File: src/rtl/keypad_scanner.sv
// 4x4 matrix keypad scanner: column scan, press/release debounce, one key per press.
// Key storage is a single register by default; define KEYPAD_KEY_FIFO_EN for a 4-entry FIFO.
module keypad_scanner #(
  parameter int unsigned SCAN_DIV     = 27000,
  parameter int unsigned DEBOUNCE_CYC = 540000
) (
  input  logic       clk,
  input  logic       rst,
  input  logic [3:0] fila,
  output logic [3:0] columna,
  output logic [3:0] key_code,
  output logic       key_valid,
  input  logic       key_ready,
  output logic       key_down,
  output logic       overrun
);

  localparam int unsigned SLOT_W = (SCAN_DIV > 1) ? $clog2(SCAN_DIV) : 1;
  localparam int unsigned DEB_W  = (DEBOUNCE_CYC > 1) ? $clog2(DEBOUNCE_CYC) : 1;
  localparam logic [SLOT_W-1:0] SLOT_LAST = SLOT_W'(SCAN_DIV - 1);
  localparam logic [DEB_W-1:0]  DEB_LAST  = DEB_W'(DEBOUNCE_CYC - 1);

  typedef enum logic [1:0] {
    SCAN     = 2'd0,
    DEBOUNCE = 2'd1,
    HELD     = 2'd2,
    RELEASE  = 2'd3
  } state_t;

  state_t            state_q, state_d;
  logic [3:0]        meta_q, fs_q;
  logic [3:0]        col_q, col_d;
  logic [3:0]        col_next;
  logic [SLOT_W-1:0] slot_q, slot_d;
  logic [DEB_W-1:0]  deb_q, deb_d;
  logic [3:0]        ref_q, ref_d;
  logic              down_q, down_d;
  logic              push;
  logic [1:0]        row_idx, col_idx;
  logic [3:0]        new_key;
  logic              overrun_q, overrun_d;

  // Rows are asynchronous to clk; nothing downstream looks at fila directly.
  always_ff @(posedge clk or posedge rst) begin
    if (rst) begin
      meta_q <= 4'hF;
      fs_q   <= 4'hF;
    end else begin
      meta_q <= fila;
      fs_q   <= meta_q;
    end
  end

  assign col_next = {col_q[2:0], col_q[3]};

  always_comb begin
    state_d = state_q;
    col_d   = col_q;
    slot_d  = slot_q;
    deb_d   = deb_q;
    ref_d   = ref_q;
    down_d  = down_q;
    push    = 1'b0;
    case (state_q)
      SCAN: begin
        if (slot_q == SLOT_LAST) begin
          slot_d = '0;
          if (fs_q != 4'hF) begin
            state_d = DEBOUNCE;
            ref_d   = fs_q;
            deb_d   = '0;
          end else begin
            col_d = col_next;
          end
        end else begin
          slot_d = slot_q + 1'b1;
        end
      end
      DEBOUNCE: begin
        if (fs_q == ref_q) begin
          if (deb_q == DEB_LAST) begin
            state_d = HELD;
            down_d  = 1'b1;
            push    = 1'b1;
            deb_d   = '0;
          end else begin
            deb_d = deb_q + 1'b1;
          end
        end else begin
          state_d = SCAN;
          col_d   = col_next;
          slot_d  = '0;
          deb_d   = '0;
        end
      end
      HELD: begin
        if (fs_q == 4'hF) begin
          state_d = RELEASE;
          deb_d   = '0;
        end
      end
      RELEASE: begin
        if (fs_q == 4'hF) begin
          if (deb_q == DEB_LAST) begin
            state_d = SCAN;
            down_d  = 1'b0;
            col_d   = col_next;
            slot_d  = '0;
            deb_d   = '0;
          end else begin
            deb_d = deb_q + 1'b1;
          end
        end else begin
          state_d = HELD;
          deb_d   = '0;
        end
      end
      default: begin
        state_d = SCAN;
      end
    endcase
  end

  always_ff @(posedge clk or posedge rst) begin
    if (rst) begin
      state_q   <= SCAN;
      col_q     <= 4'b1110;
      slot_q    <= '0;
      deb_q     <= '0;
      ref_q     <= 4'hF;
      down_q    <= 1'b0;
      overrun_q <= 1'b0;
    end else begin
      state_q   <= state_d;
      col_q     <= col_d;
      slot_q    <= slot_d;
      deb_q     <= deb_d;
      ref_q     <= ref_d;
      down_q    <= down_d;
      overrun_q <= overrun_d;
    end
  end

  // Descending loop so the lowest-index low bit wins when several rows are low.
  always_comb begin
    row_idx = 2'd0;
    col_idx = 2'd0;
    for (int i = 3; i >= 0; i--) begin
      if (!ref_q[i]) row_idx = 2'(i);
      if (!col_q[i]) col_idx = 2'(i);
    end
  end

  assign new_key = {row_idx, col_idx};

`ifdef KEYPAD_KEY_FIFO_EN
  logic [3:0] fifo_mem [4];
  logic [1:0] rd_ptr_q, rd_ptr_d;
  logic [1:0] wr_ptr_q, wr_ptr_d;
  logic [2:0] count_q, count_d;
  logic       fifo_full, fifo_pop, fifo_push;

  // A pop frees the head slot on the same edge, so a push into a full FIFO can still land.
  always_comb begin
    fifo_full = (count_q == 3'd4);
    fifo_pop  = (count_q != 3'd0) && key_ready;
    fifo_push = push && (!fifo_full || fifo_pop);
    overrun_d = push && fifo_full && !fifo_pop;
    rd_ptr_d  = fifo_pop  ? rd_ptr_q + 2'd1 : rd_ptr_q;
    wr_ptr_d  = fifo_push ? wr_ptr_q + 2'd1 : wr_ptr_q;
    count_d   = count_q + {2'b00, fifo_push} - {2'b00, fifo_pop};
  end

  always_ff @(posedge clk or posedge rst) begin
    if (rst) begin
      rd_ptr_q <= 2'd0;
      wr_ptr_q <= 2'd0;
      count_q  <= 3'd0;
    end else begin
      rd_ptr_q <= rd_ptr_d;
      wr_ptr_q <= wr_ptr_d;
      count_q  <= count_d;
    end
  end

  always_ff @(posedge clk) begin
    if (fifo_push) fifo_mem[wr_ptr_q] <= new_key;
  end

  assign key_valid = (count_q != 3'd0);
  assign key_code  = key_valid ? fifo_mem[rd_ptr_q] : 4'h0;
`else
  logic [3:0] key_q, key_d;
  logic       valid_q, valid_d;

  always_comb begin
    key_d     = key_q;
    valid_d   = valid_q;
    overrun_d = 1'b0;
    if (push) begin
      key_d     = new_key;
      valid_d   = 1'b1;
      overrun_d = valid_q && !key_ready;
    end else if (valid_q && key_ready) begin
      valid_d = 1'b0;
    end
  end

  always_ff @(posedge clk or posedge rst) begin
    if (rst) begin
      key_q   <= 4'h0;
      valid_q <= 1'b0;
    end else begin
      key_q   <= key_d;
      valid_q <= valid_d;
    end
  end

  assign key_valid = valid_q;
  assign key_code  = key_q;
`endif

  assign columna  = col_q;
  assign key_down = down_q;
  assign overrun  = overrun_q;

endmodule

File: config.mk
export PLATFORM = sky130hd
export DESIGN_NAME = keypad_scanner
export DESIGN_NICKNAME = d
export VERILOG_FILES = /design/src/rtl/keypad_scanner.sv
export SDC_FILE = /design/constraint.sdc
export NUM_CORES = 1
export LEC_CHECK = 0
export BUFFER_PORTS_ARGS = -buffer_cell sky130_fd_sc_hd__buf_4
export CAP_MARGIN = 25
export CORE_MARGIN = 2
export CORE_UTILIZATION = 51
export DETAILED_ROUTE_END_ITERATION = 6
export GPL_TIMING_DRIVEN = 0
export PLACE_DENSITY = 0.74
export SLEW_MARGIN = 0
export SYNTH_ARGS = -nofsm -noshare
export SYNTH_HDL_FRONTEND = slang
export SYNTH_SLANG_ARGS = --single-unit
File: constraint.sdc
create_clock -name clk -period 4.49 [get_ports clk]
set_input_delay 0.6735 -clock clk [delete_from_list [all_inputs] [get_ports clk]]
set_output_delay 0.6735 -clock clk [all_outputs]
set_load 0.01 [all_outputs]
==> metrics.md, run 1 <==
| Metric | Value |
|---|---|
| Run status | `finished, final reports clean` |
| Pleak | `1.37 nW` |
| Netlist Area Pre-Place | `3060 um2` |
| Critical path arrival | `3.05 ns` |
| DP HPWL | `4740 um` |
| Critical path cell sequence | `ha_1 -> nand4_4 -> or3_1 -> o31a_1 -> nor3_1 -> mux2_2` |
| Core area | `5850 um2` |
| Mapped Nets | `323` |
| Clock Pin Slew Worst Setup and Hold Paths | `0.06 ns` |
| Synth Flop Type | `dfrtp_1` |
| Grt ovf | `0` |
| Critical Path RT | `4.71 ns` |
| Row count | `28` |
| Clk_skew | `0.0155 ns` |
| Residual DRC | `0` |
| WL per Instance | `16.1 um` |
| Dpl cells | `407` |
| #FFs+latches synth | `60` |
| Setup TNS | `0 ns` |
| RSZ-0062 raised after global routing | `false` |
| Post-synth top area share | `36.8%` |
| Slew Viols, Final | `0` |
| Hold_ws | `0.350 ns` |
| Area of the die | `6640 um2` |
| Maxcap violations | `0` |
| Worst path slowest cell | `nor3_1` |
| Worst path max stage delay | `roughly 0.56 ns` |
| Post-synth EDFFs | `0` |
| Hold crit path type | `reg2reg` |
| Pwr dens | `303 nW/um2` |
| End-of-flow core utilization | `about 60%` |
| Vert. Die Dim | `81.5 um` |
| H-tree lvl count | `3` |
| Critical path type | `reg2reg` |
| Period minus WS final | `2.83 ns` |
| Clk root buf | `clkbuf_8` |
| Hold_buf cts | `0` |
| CTS tree | `built` |
| Initial antenna violation count | `0` |
| Drt via density | `6.14` |
| Clk buf depth | `2` |
| Worst Path Max Fanout | `9` |
| Asr flop ratio synth | `100%` |
| Final Hold Fails | `0` |
| Final GP Congestion | `0.883` |
| VDD IR max | `about 230 uV` |
| Distinct cell type count after synthesis | `43` |
| Final Non-Filler Cells | `423` |
| Worst-Skew Late Latency | `0.35 ns` |
| Total number of vias | `2,597` |
| Slew HR | `51.6%` |
| Area leader, netlist | `dfrtp_1` |
| Largest net degree at the start of global routing | `35` |
| Initial Util | `a little over half` |
| Diode count | `0` |
| Slew @ Worst Pin | `0.724 ns` |
| Setup violators final | `0` |
| Most numerous cell in the Yosys netlist | `dfrtp_1` |
| Port Buffers | `17` |
| Place WS | `1.69 ns` |
| Share of layout cells above drive strength 1 | `between 10% and 20%` |
| TritonCTS Buffers | `9` |
| Detailed Routing Iterations Pass 1 | `4` |
| Setup ws final | `1.66 ns` |
| Vias in the first global route | `2,564` |
| CTS resizes | `0` |
| Fmax achieved | `353 MHz` |
| Post-CTS Setup Inserts | `0` |
| YS warnings | `0` |
| GR Util All Layers | `a little under a quarter` |
| Area contributors post-synth | `dfrtp_1, dfstp_2, o31ai_1, or4_1, a21oi_1` |
| Avg Inst Size Synth | `9.75 um2` |
| Iter 0 DRT Violations | `about 140` |
| WL final | `a little under 7000 um` |
| Seq/Total Area, Yosys | `roughly half` |
| Global-route wire length before repair | `~12,000 um` |
| Crit path capture type | `flop` |
| Post-Syn Instances | `about 310` |
| Post-DRT Antenna Nets | `0` |
| CTS sink count | `60` |
| Synthesis-to-finish area growth | `14.4%` |
| Synth top cells by count | `dfrtp_1, a21oi_1, nand2_1, o21ai_0` |
| Fin nets | `352` |
| Part of the cycle the worst path needs | `63.0%` |
| Startpoint Class | `flop` |
| Boundary pin count | `18` |
| Die Wd | `between 80 and 90 um` |
==> stage by stage <==
stage                     total power [mW]  area (um2)
after global placement               0.576        3280
after CTS                             1.07        3500
final                                 1.06        3500
after detailed placement             0.579        3300
after global routing                  1.10        3500
after floorplan                      0.569        3060
==> cells by family (layout without fill, tap and decap cells) <==
kind of cell,count (synthesis),in the layout,share of synthesized area [%]
muxes,7,7,2.58
DFF,60,60,49.7
AOI/OAI and AO/OA,83,83,17.3
adders and majority gates,2,2,0.818
buffers and inverters,29,63,3.92
and+or+nand+nor,129,129,24.5
xor gates and xnor gates,4,4,1.14
==> state kept, by name, summed over array words and instances (netlist names) <==
register   cells
deb_q         20
slot_q        15
columna        4
fs_q           4
key_code       4
meta_q         4
ref_q          4
state_q        2
key_down       1
key_valid      1
overrun        1
==> power breakdown <==
part	total, mW	internal [mW]	switching [mW]
clock network	0.493	0.287	0.207
registers	0.550	0.548	0.00209
logic	0.0190	0.00655	0.0124
total	1.06	0.841	0.221
==> per-layer routing <==
layer | track usage [%] | vias to the layer above | share of wire, %
met1 | 28.9 | 1274 | 44
li1 | - | 1249 | -
met3 | 7.14 | 13 | 4.8
met5 | 0 | - | 0
met2 | 37.0 | 61 | 49
met4 | 9.66 | 0 | 1.6
==> worst max-delay path, delay by kind of cell, from the launching register on <==
| kind | cells | cell delay, ns |
|---|---|---|
| compound gates | 1 | 0.41 |
| fa+ha+maj | 1 | 0.29 |
| simple gates | 3 | 1.16 |
| mux | 1 | 0.41 |
| flops | 1 | 0.43 |
==> cell usage in the layout (no fill, tap or decap), types with 2 or more instances in the layout <==
cell      Yosys  routed
a21oi_2       2       2
or4_1        20      20
ha_1          2       2
clkbuf_1     10      13
buf_2         3       3
nand4_1       7       7
dfstp_2      15      15
nor2_1       14      14
o31ai_1      20      20
nor4_1        4       4
a21oi_1      25      25
inv_1        14      13
buf_4         0      17
or3_1        10      10
a211oi_1      2       2
nor3b_1       2       2
and4_1        3       3
nand2_1      25      25
or2_2         3       3
nand2b_1      3       3
o21ba_2       2       2
nand3_1      18      18
clkbuf_8      0      11
and3_1        3       3
xnor2_1       4       4
o22a_1        3       3
dfrtp_1      45      45
o31a_1        2       2
o21ai_0      21      21
a221o_1       2       2
mux2_2        7       7
nor3_1       10      10
==> final timing paths <==
check / startpoint / to / slack (ns) / cells after the start
worst max-delay path: deb_q[0]$_DFFE_PP0P_ / columna[0]$_DFFE_PP0P_ / 1.66 / 6
worst min-delay path: meta_q[1]$_DFF_PP1_ / fs_q[1]$_DFF_PP1_ / 0.35 / 0
worst max register to register: deb_q[0]$_DFFE_PP0P_ / columna[0]$_DFFE_PP0P_ / 1.66 / 6
worst min register to register: meta_q[1]$_DFF_PP1_ / fs_q[1]$_DFF_PP1_ / 0.35 / 0
max in group asynchronous: rst / columna[1]$_DFFE_PP1P_ / 3.44 / 3
min in group asynchronous: rst / deb_q[14]$_DFFE_PP0P_ / 0.39 / 2
==> area by class of cell <==
cell class | instances | area (um2)
Timing Repair Buffer | 18 | 148
Inverter | 14 | 52.6
Clock buffer | 14 | 163
Sequential cell | 60 | 1520
Fill cell | 510 | 2350
Clock inverter | 2 | 35.0
Multi-Input combinational cell | 225 | 1420
Tap cell | 75 | 93.8
Buffer | 15 | 67.6
Power figures use the tool's default switching activity.
==> inputs of run 2 (changes only) <==
- PLACE_DENSITY: 0.74 -> 0.76
- clock period: 4.49 -> 2.6 ns (I/O delays scaled with it)
==> run 2 against run 1 <==
Effect of this change: non-clock buffer count up 4; via count rose by 0.39%; critical path type unchanged; power increased by 74%; sequential share of layout area shrank 1.1 points; flip-flop and latch count is the same; worst setup slack got worse by 1.6 ns; wire length is 0.95% lower; die area did not move; highest routed layer unchanged; design area rose by 2.7%; global-route usage is 1.1 points lower; hold slack worse by 0.19 ns.
==> metrics.md, run 2 (synthesis gave the netlist of run 1 again) <==
| Metric | Value |
|---|---|
| Run status | `finished, final reports clean` |
| Delay-heaviest family, CP | `compound AO/OA/AOI/OAI gates` |
| VDD IR max | `560 uV (+150%)` |
| Number of cells on the critical path | `8 (+2)` |
| H-tree lvl count | `3 (unchanged)` |
| Pwr dens | `514 nW/um2 (+69%)` |
| Critical path type | `reg2reg` |
| WL per Instance | `15.8 um (-1.9%)` |
| Total power | `1.85 mW (+74%)` |
| Sequential cell fraction of total power | `51.3% (-0.5 points)` |
| Worst path slowest cell | `dfrtp_1` |
| CTS tree | `built` |
| Hold crit path type | `in2reg` |
| Initial antenna violation count | `0 (unchanged)` |
| GR Util All Layers | `22.0% (-1.1 points)` |
| Commonest cells after routing, fill and taps aside | `dfrtp_1, nand2_1, a21oi_1` |
| Final GP Congestion | `0.863 (-2.2%)` |
| Grt ovf | `0 (unchanged)` |
| Core area | `5850 um2 (unchanged)` |
| Share of layout cells above drive strength 1 | `24.1% (+4.6 points)` |
| Slew HR | `49.5% (-2.0 points)` |
| Gate power share | `1.8% (about the same)` |
| Hold_buf cts | `0 (unchanged)` |
| Reg2Reg Setup Slack | `0.09 ns (-1.57 ns)` |
| Area of the die | `6640 um2 (unchanged)` |
| Clk root buf | `clkbuf_8` |
| RR Endpoint | `slot_q[8]$_DFFE_PP0P_` |
| Part of the cycle the worst path needs | `96.5% (+33 points)` |
| Die Wd | `81.5 um (unchanged)` |
| Register-to-Register Path Depth | `8 (+2)` |
| Critical Path RT | `2.82 ns (-1.89 ns)` |
| Clk buf depth | `2 (unchanged)` |
| Row count | `28 (unchanged)` |
| Sw frac | `21.6% (+0.71 points)` |
| Vert. Die Dim | `81.5 um (unchanged)` |
| Global-route wire length before repair | `11,100 um (-4.7%)` |
| CP Launch Point | `deb_q[1]$_DFFE_PP0P_` |
| Clk_skew | `0.00452 ns (-0.0110 ns)` |
| Maxcap violations | `0 (unchanged)` |
| Origin of the critical flop-to-flop path | `deb_q[1]$_DFFE_PP0P_` |
| Initial Util | `52.3% (unchanged)` |
| Worst path max stage delay | `0.45 ns (-0.11 ns)` |
| CTS sink count | `60 (unchanged)` |
| Fmax achieved | `398 MHz (+13%)` |
| Synthesis-to-finish area growth | `17.5%` |
| Clock Pin Slew Worst Setup and Hold Paths | `0.07 ns (about the same)` |
| Total number of vias | `2,607 (+0.39%)` |
| Clk pwr share | `46.9% (+0.4 points)` |
| Critical path arrival | `2.73 ns (-0.32 ns)` |
| End-of-flow core utilization | `61.4% (+1.6 points)` |
| Setup crit end | `slot_q[8]$_DFFE_PP0P_` |
| Residual DRC | `0 (unchanged)` |
| Crit path buf inv count | `2 (+2)` |
| TritonCTS Buffers | `9 (unchanged)` |
| Largest net degree at the start of global routing | `37 (+5.7%)` |
| Post-DRT Antenna Nets | `0 (unchanged)` |
| Port Buffers | `17 (unchanged)` |
| Fin nets | `356 (+1.1%)` |
| Diode count | `0 (unchanged)` |
| Period minus WS final | `2.51 ns (-0.321 ns)` |
| Worst Path Max Fanout | `10 (+1)` |
| Iter 0 DRT Violations | `173 (+25%)` |
| Detailed Routing Iterations Pass 1 | `4 (unchanged)` |
| Pleak | `1.41 nW (+3.1%)` |
| Regs by FF count | `deb_q (20), slot_q (15)` |
| Worst-Skew Late Latency | `0.34 ns (about the same)` |
| DP HPWL | `4540 um (-4.2%)` |
| Startpoint Class | `flop` |
| Psw | `0.398 mW (+80%)` |
| Pint | `1.45 mW (+73%)` |
| Most common cell after layout, fill and taps aside | `dfrtp_1` |
| Final Hold Fails | `0 (unchanged)` |
| Top reg by flops | `deb_q` |
| Crit path capture type | `flop` |
| Drt via density | `6.11 (-0.56%)` |
| Boundary pin count | `18 (unchanged)` |
| Slew Viols, Final | `0 (unchanged)` |
| Final Non-Filler Cells | `427 (+0.95%)` |
| WL final | `6760 um (-0.95%)` |
| Slew @ Worst Pin | `0.756 ns (+0.0322 ns)` |
| Max reg flops | `20 (unchanged)` |
| Vias in the first global route | `2,362 (-7.9%)` |
| Critical path cell sequence | `ha_4 -> nand4_4 -> or3_4 -> o31a_1 -> clkbuf_4 -> buf_2 -> o31ai_1 -> o21ai_0` |
| Dpl cells | `407 (unchanged)` |
| Setup violators final | `0 (unchanged)` |
==> run 2: cell count changes in the layout (fill, tap and decap cells not counted), moves of 3 or more <==
cell and change:
clkbuf_2 +3, buf_4 +4, clkinvlp_4 +4, clkbuf_1 -7
==> run 2: routing by layer <==
| layer | vias to the layer above | routed length [um] | share of wire (%) | track usage [%] |
|---|---|---|---|---|
| li1 | 1248 | - | - | - |
| met2 | 53 | 3340 | 49 | 34.1 |
| met1 | 1300 | 3150 | 47 | 29.0 |
| met5 | - | 0 | 0 | 0 |
| met4 | 0 | 51 | 0.75 | 7.63 |
| met3 | 6 | 218 | 3.2 | 7.36 |
==> run 2: worst min path at each step <==
stage | cells past startpoint | from | end | slack, ns
after floorplan | 0 | meta_q[0]$_DFF_PP1_ | fs_q[0]$_DFF_PP1_ | 0.35
after global placement | 0 | meta_q[1]$_DFF_PP1_ | fs_q[1]$_DFF_PP1_ | 0.35
after detailed placement | 0 | meta_q[3]$_DFF_PP1_ | fs_q[3]$_DFF_PP1_ | 0.35
after CTS | 1 | fila[3] | meta_q[3]$_DFF_PP1_ | 0.14
after global routing | 1 | fila[3] | meta_q[3]$_DFF_PP1_ | 0.13
final | 1 | fila[0] | meta_q[0]$_DFF_PP1_ | 0.16
==> run 2: timing repair <==
item,4_1_cts,5_1_grt
setup buffers,0,4
pin swaps,0,1
gates resized for setup,8,8
setup endpoints to repair,23,32
==> run 2: layout make-up <==
cell class	instances	area, um2
Fill cell	465	2260
Sequential cell	60	1520
Multi-Input combinational cell	225	1460
Timing Repair Buffer	22	178
Clock buffer	11	151
Tap cell	75	93.8
Buffer	15	75.1
Clock inverter	5	60.1
Inverter	14	52.6
==> run 2: worst register-to-register path, stage by stage (launching register included) <==
cell and delay, ns:
dfrtp_1 0.45, ha_4 0.19, nand4_4 0.17, or3_4 0.42, o31a_1 0.39, clkbuf_4 0.24
buf_2 0.20, o31ai_1 0.22, o21ai_0 0.11
==> run 2: power by group through the flow <==
| stage | clock [mW] | sequential, mW | combinational (mW) |
|---|---|---|---|
| global route | 0.939 | 0.949 | 0.0385 |
| CTS | 0.891 | 0.949 | 0.0342 |
| finish | 0.867 | 0.949 | 0.0328 |
| floorplan | 0 | 0.965 | 0.0174 |
| global placement | 0 | 0.965 | 0.0297 |
| detailed placement | 0 | 0.965 | 0.0343 |
==> run 2: metrics by stage <==
step                      setup slack (ns)  instance area, um2  hold WS, ns  setup TNS (ns)
after floorplan                      0.215                3060        0.345               0
after global routing              -0.00810                3590        0.129         -0.0231
after global placement              -0.172                3280        0.346           -1.90
final                               0.0904                3590        0.157               0
after detailed placement            -0.166                3300        0.347           -2.36
after CTS                         0.000612                3540        0.137               0
==> inputs of run 3 (changes only) <==
- BUFFER_PORTS_ARGS: -buffer_cell sky130_fd_sc_hd__buf_4 -> -buffer_cell sky130_fd_sc_hd__buf_2
==> run 3 against run 2 <==
Effect of this change: first-iteration DRC count increased by 2.3%; clock skew up 0.0046 ns; die area unchanged; register-to-register slack is essentially flat; hold slack got worse by 0.010 ns; global-route usage shrank 0.086 points; wire length increased by 0.25%; sequential share of layout area rose by 0.83 points; via count is 1.2% lower; non-clock buffer count decreased by 2; largest power group unchanged.
==> metrics.md, run 3 (synthesis gave the netlist of run 1 again) <==
| Metric | Value |
|---|---|
| Global-route wire length before repair | `11,200 um (+1.5%)` |
| Drt via density | `6.06 (-0.76%)` |
| TritonCTS Buffers | `9 (unchanged)` |
| Dpl cells | `407 (unchanged)` |
| Psw | `0.392 mW (-1.7%)` |
| Delay-heaviest family, CP | `simple AND/OR/NAND/NOR gates` |
| Commonest cells after routing, fill and taps aside | `dfrtp_1, nand2_1, a21oi_1` |
| Critical path arrival | `2.77 ns (+0.04 ns)` |
| Hold Crit Depth | `1 (unchanged)` |
| Port Buffers | `17 (unchanged)` |
| Max reg flops | `20 (unchanged)` |
| RR Endpoint | `slot_q[14]$_DFFE_PP0P_` |
| Slew @ Worst Pin | `0.759 ns (+0.00314 ns)` |
| CTS sink count | `60 (unchanged)` |
| Critical path type | `reg2reg` |
| Setup TNS | `0 ns (unchanged)` |
| Core area | `5850 um2 (unchanged)` |
| Run status | `finished, final reports clean` |
| Clock Pin Slew Worst Setup and Hold Paths | `0.07 ns (about the same)` |
| Final GP Congestion | `0.864 (about the same)` |
| DP HPWL | `4710 um (+3.6%)` |
| Register-to-Register Path Depth | `7 (-1)` |
| Reg2Reg Setup Slack | `0.1 ns (about the same)` |
| Part of the cycle the worst path needs | `96.2% (-0.28 points)` |
| Critical path cell sequence | `ha_4 -> nand4_4 -> or3_4 -> o31a_1 -> buf_6 -> or4_4 -> a21oi_2` |
| Pleak | `1.39 nW (-0.91%)` |
| Boundary pin count | `18 (unchanged)` |
| GR Util All Layers | `21.9% (-0.086 points)` |
| Row count | `28 (unchanged)` |
| Fmax achieved | `400 MHz (+0.29%)` |
| Diode count | `0 (unchanged)` |
| Clk buf depth | `2 (unchanged)` |
| Critical Path RT | `2.86 ns (+0.04 ns)` |
| Origin of the critical flop-to-flop path | `deb_q[0]$_DFFE_PP0P_` |
| Residual DRC | `0 (unchanged)` |
| Crit path capture type | `flop` |
| Sequential cell fraction of total power | `52.7% (+1.4 points)` |
| Vert. Die Dim | `81.5 um (unchanged)` |
| Hold_buf cts | `0 (unchanged)` |
| Vias in the first global route | `2,453 (+3.9%)` |
| Most common cell after layout, fill and taps aside | `dfrtp_1` |
| Total number of vias | `2,575 (-1.2%)` |
| Fin nets | `354 (-0.56%)` |
| Share of layout cells above drive strength 1 | `23.7% (-0.43 points)` |
| Sw frac | `21.8% (+0.23 points)` |
| Synthesis-to-finish area growth | `15.3%` |
| Initial Util | `52.3% (unchanged)` |
| HP Start | `fila[2]` |
| Slew Viols, Final | `0 (unchanged)` |
| Die Wd | `81.5 um (unchanged)` |
| Post-DRT Antenna Nets | `0 (unchanged)` |
| CTS tree | `built` |
| Placed cell areas | `3260 um2 (-1.3%)` |
| Area of the die | `6640 um2 (unchanged)` |
| Pwr dens | `510 nW/um2 (-0.86%)` |
| Initial antenna violation count | `0 (unchanged)` |
| Worst Hold Path EP | `meta_q[2]$_DFF_PP1_` |
| Maxcap violations | `0 (unchanged)` |
| WL final | `6780 um (+0.25%)` |
| Worst-Skew Late Latency | `0.33 ns (about the same)` |
| Setup violators final | `0 (unchanged)` |
| Clk pwr share | `45.6% (-1.3 points)` |
| Startpoint Class | `flop` |
| Slew HR | `49.3% (-0.21 points)` |
| Top reg by flops | `deb_q` |
| WL per Instance | `15.9 um (+0.72%)` |
| End-of-flow core utilization | `60.3% (-1.1 points)` |
| Largest net degree at the start of global routing | `38 (+2.7%)` |
| Final Non-Filler Cells | `425 (-0.47%)` |
| H-tree lvl count | `3 (unchanged)` |
| Detailed Routing Iterations Pass 1 | `4 (unchanged)` |
| Worst path slowest cell | `or4_4` |
| Worst path max stage delay | `0.51 ns (+0.06 ns)` |
| Grt ovf | `0 (unchanged)` |
| Final Hold Fails | `0 (unchanged)` |
| Pint | `1.41 mW (-3.0%)` |
| Hold crit path type | `in2reg` |
| Iter 0 DRT Violations | `177 (+2.3%)` |
| Regs by FF count | `deb_q (20), slot_q (15)` |
| Period minus WS final | `2.50 ns (-0.00729 ns)` |
| Crit path buf inv count | `1 (-1)` |
| Gate power share | `1.7% (about the same)` |
| Worst Path Max Fanout | `10 (unchanged)` |
| VDD IR max | `392 uV (-30%)` |
| Clk root buf | `clkbuf_8` |
| Clk_skew | `0.00912 ns (+0.00460 ns)` |
| Post-route design area | `3530 um2 (-1.8%)` |
-- run 3: timing repair --
item / CTS / global route
endpoints found under the setup margin: 29 / 30
buffers inserted: 0 / 2
pin swaps: 1 / 1
gates resized for setup: 7 / 12
-- run 3: cell type report --
| cell class | count | area [um2] |
|---|---|---|
| clock buffers | 13 | 180 |
| plain buffers | 15 | 81.3 |
| repair buffers | 20 | 120 |
| flip-flops and latches | 60 | 1520 |
| clock inverters | 3 | 17.5 |
| fillers | 497 | 2320 |
| inverters | 14 | 52.6 |
| well taps | 75 | 93.8 |
| multi-input cells | 225 | 1460 |
-- run 3: worst max-delay path by stage --
| stage | from | end | slack, ns | cells after the start |
|---|---|---|---|---|
| final | deb_q[0]$_DFFE_PP0P_ | slot_q[14]$_DFFE_PP0P_ | 0.1 | 7 |
| after floorplan | deb_q[0]$_DFFE_PP0P_ | columna[0]$_DFFE_PP0P_ | 0.21 | 6 |
| after global placement | deb_q[0]$_DFFE_PP0P_ | columna[0]$_DFFE_PP0P_ | -0.17 | 6 |
| after CTS | deb_q[0]$_DFFE_PP0P_ | deb_q[10]$_DFFE_PP0P_ | 0.02 | 7 |
| after detailed placement | slot_q[0]$_DFFE_PP0P_ | deb_q[14]$_DFFE_PP0P_ | -0.22 | 9 |
| after global routing | ref_q[3]$_DFFE_PP1P_ | overrun$_DFF_PP0_ | -0.008 | 7 |
-- run 3: metal layers --
| layer | track usage, % | share of wire, % | wire [um] |
|---|---|---|---|
| met5 | 0 | 0 | 0 |
| met4 | 6.61 | 1.0 | 69 |
| met3 | 5.27 | 4.4 | 297 |
| met2 | 36.2 | 50 | 3390 |
| met1 | 28.6 | 45 | 3020 |
-- run 3: through the flow --
| step | worst slack, ns | power [mW] | hold WS (ns) |
|---|---|---|---|
| after detailed placement | -0.222 | 0.997 | 0.347 |
| after global placement | -0.171 | 0.993 | 0.346 |
| after global routing | -0.00758 | 1.86 | 0.136 |
| final | 0.0977 | 1.80 | 0.146 |
| after floorplan | 0.215 | 0.982 | 0.345 |
| after CTS | 0.0200 | 1.81 | 0.138 |
-- run 3: power groups by stage --
stage | clock network (mW) | registers, mW | logic [mW]
3_5_place_dp | 0 | 0.966 | 0.0318
5_1_grt | 0.876 | 0.949 | 0.0359
4_1_cts | 0.832 | 0.949 | 0.0318
6_report | 0.820 | 0.949 | 0.0304
3_3_place_gp | 0 | 0.965 | 0.0273
2_1_floorplan | 0 | 0.965 | 0.0174
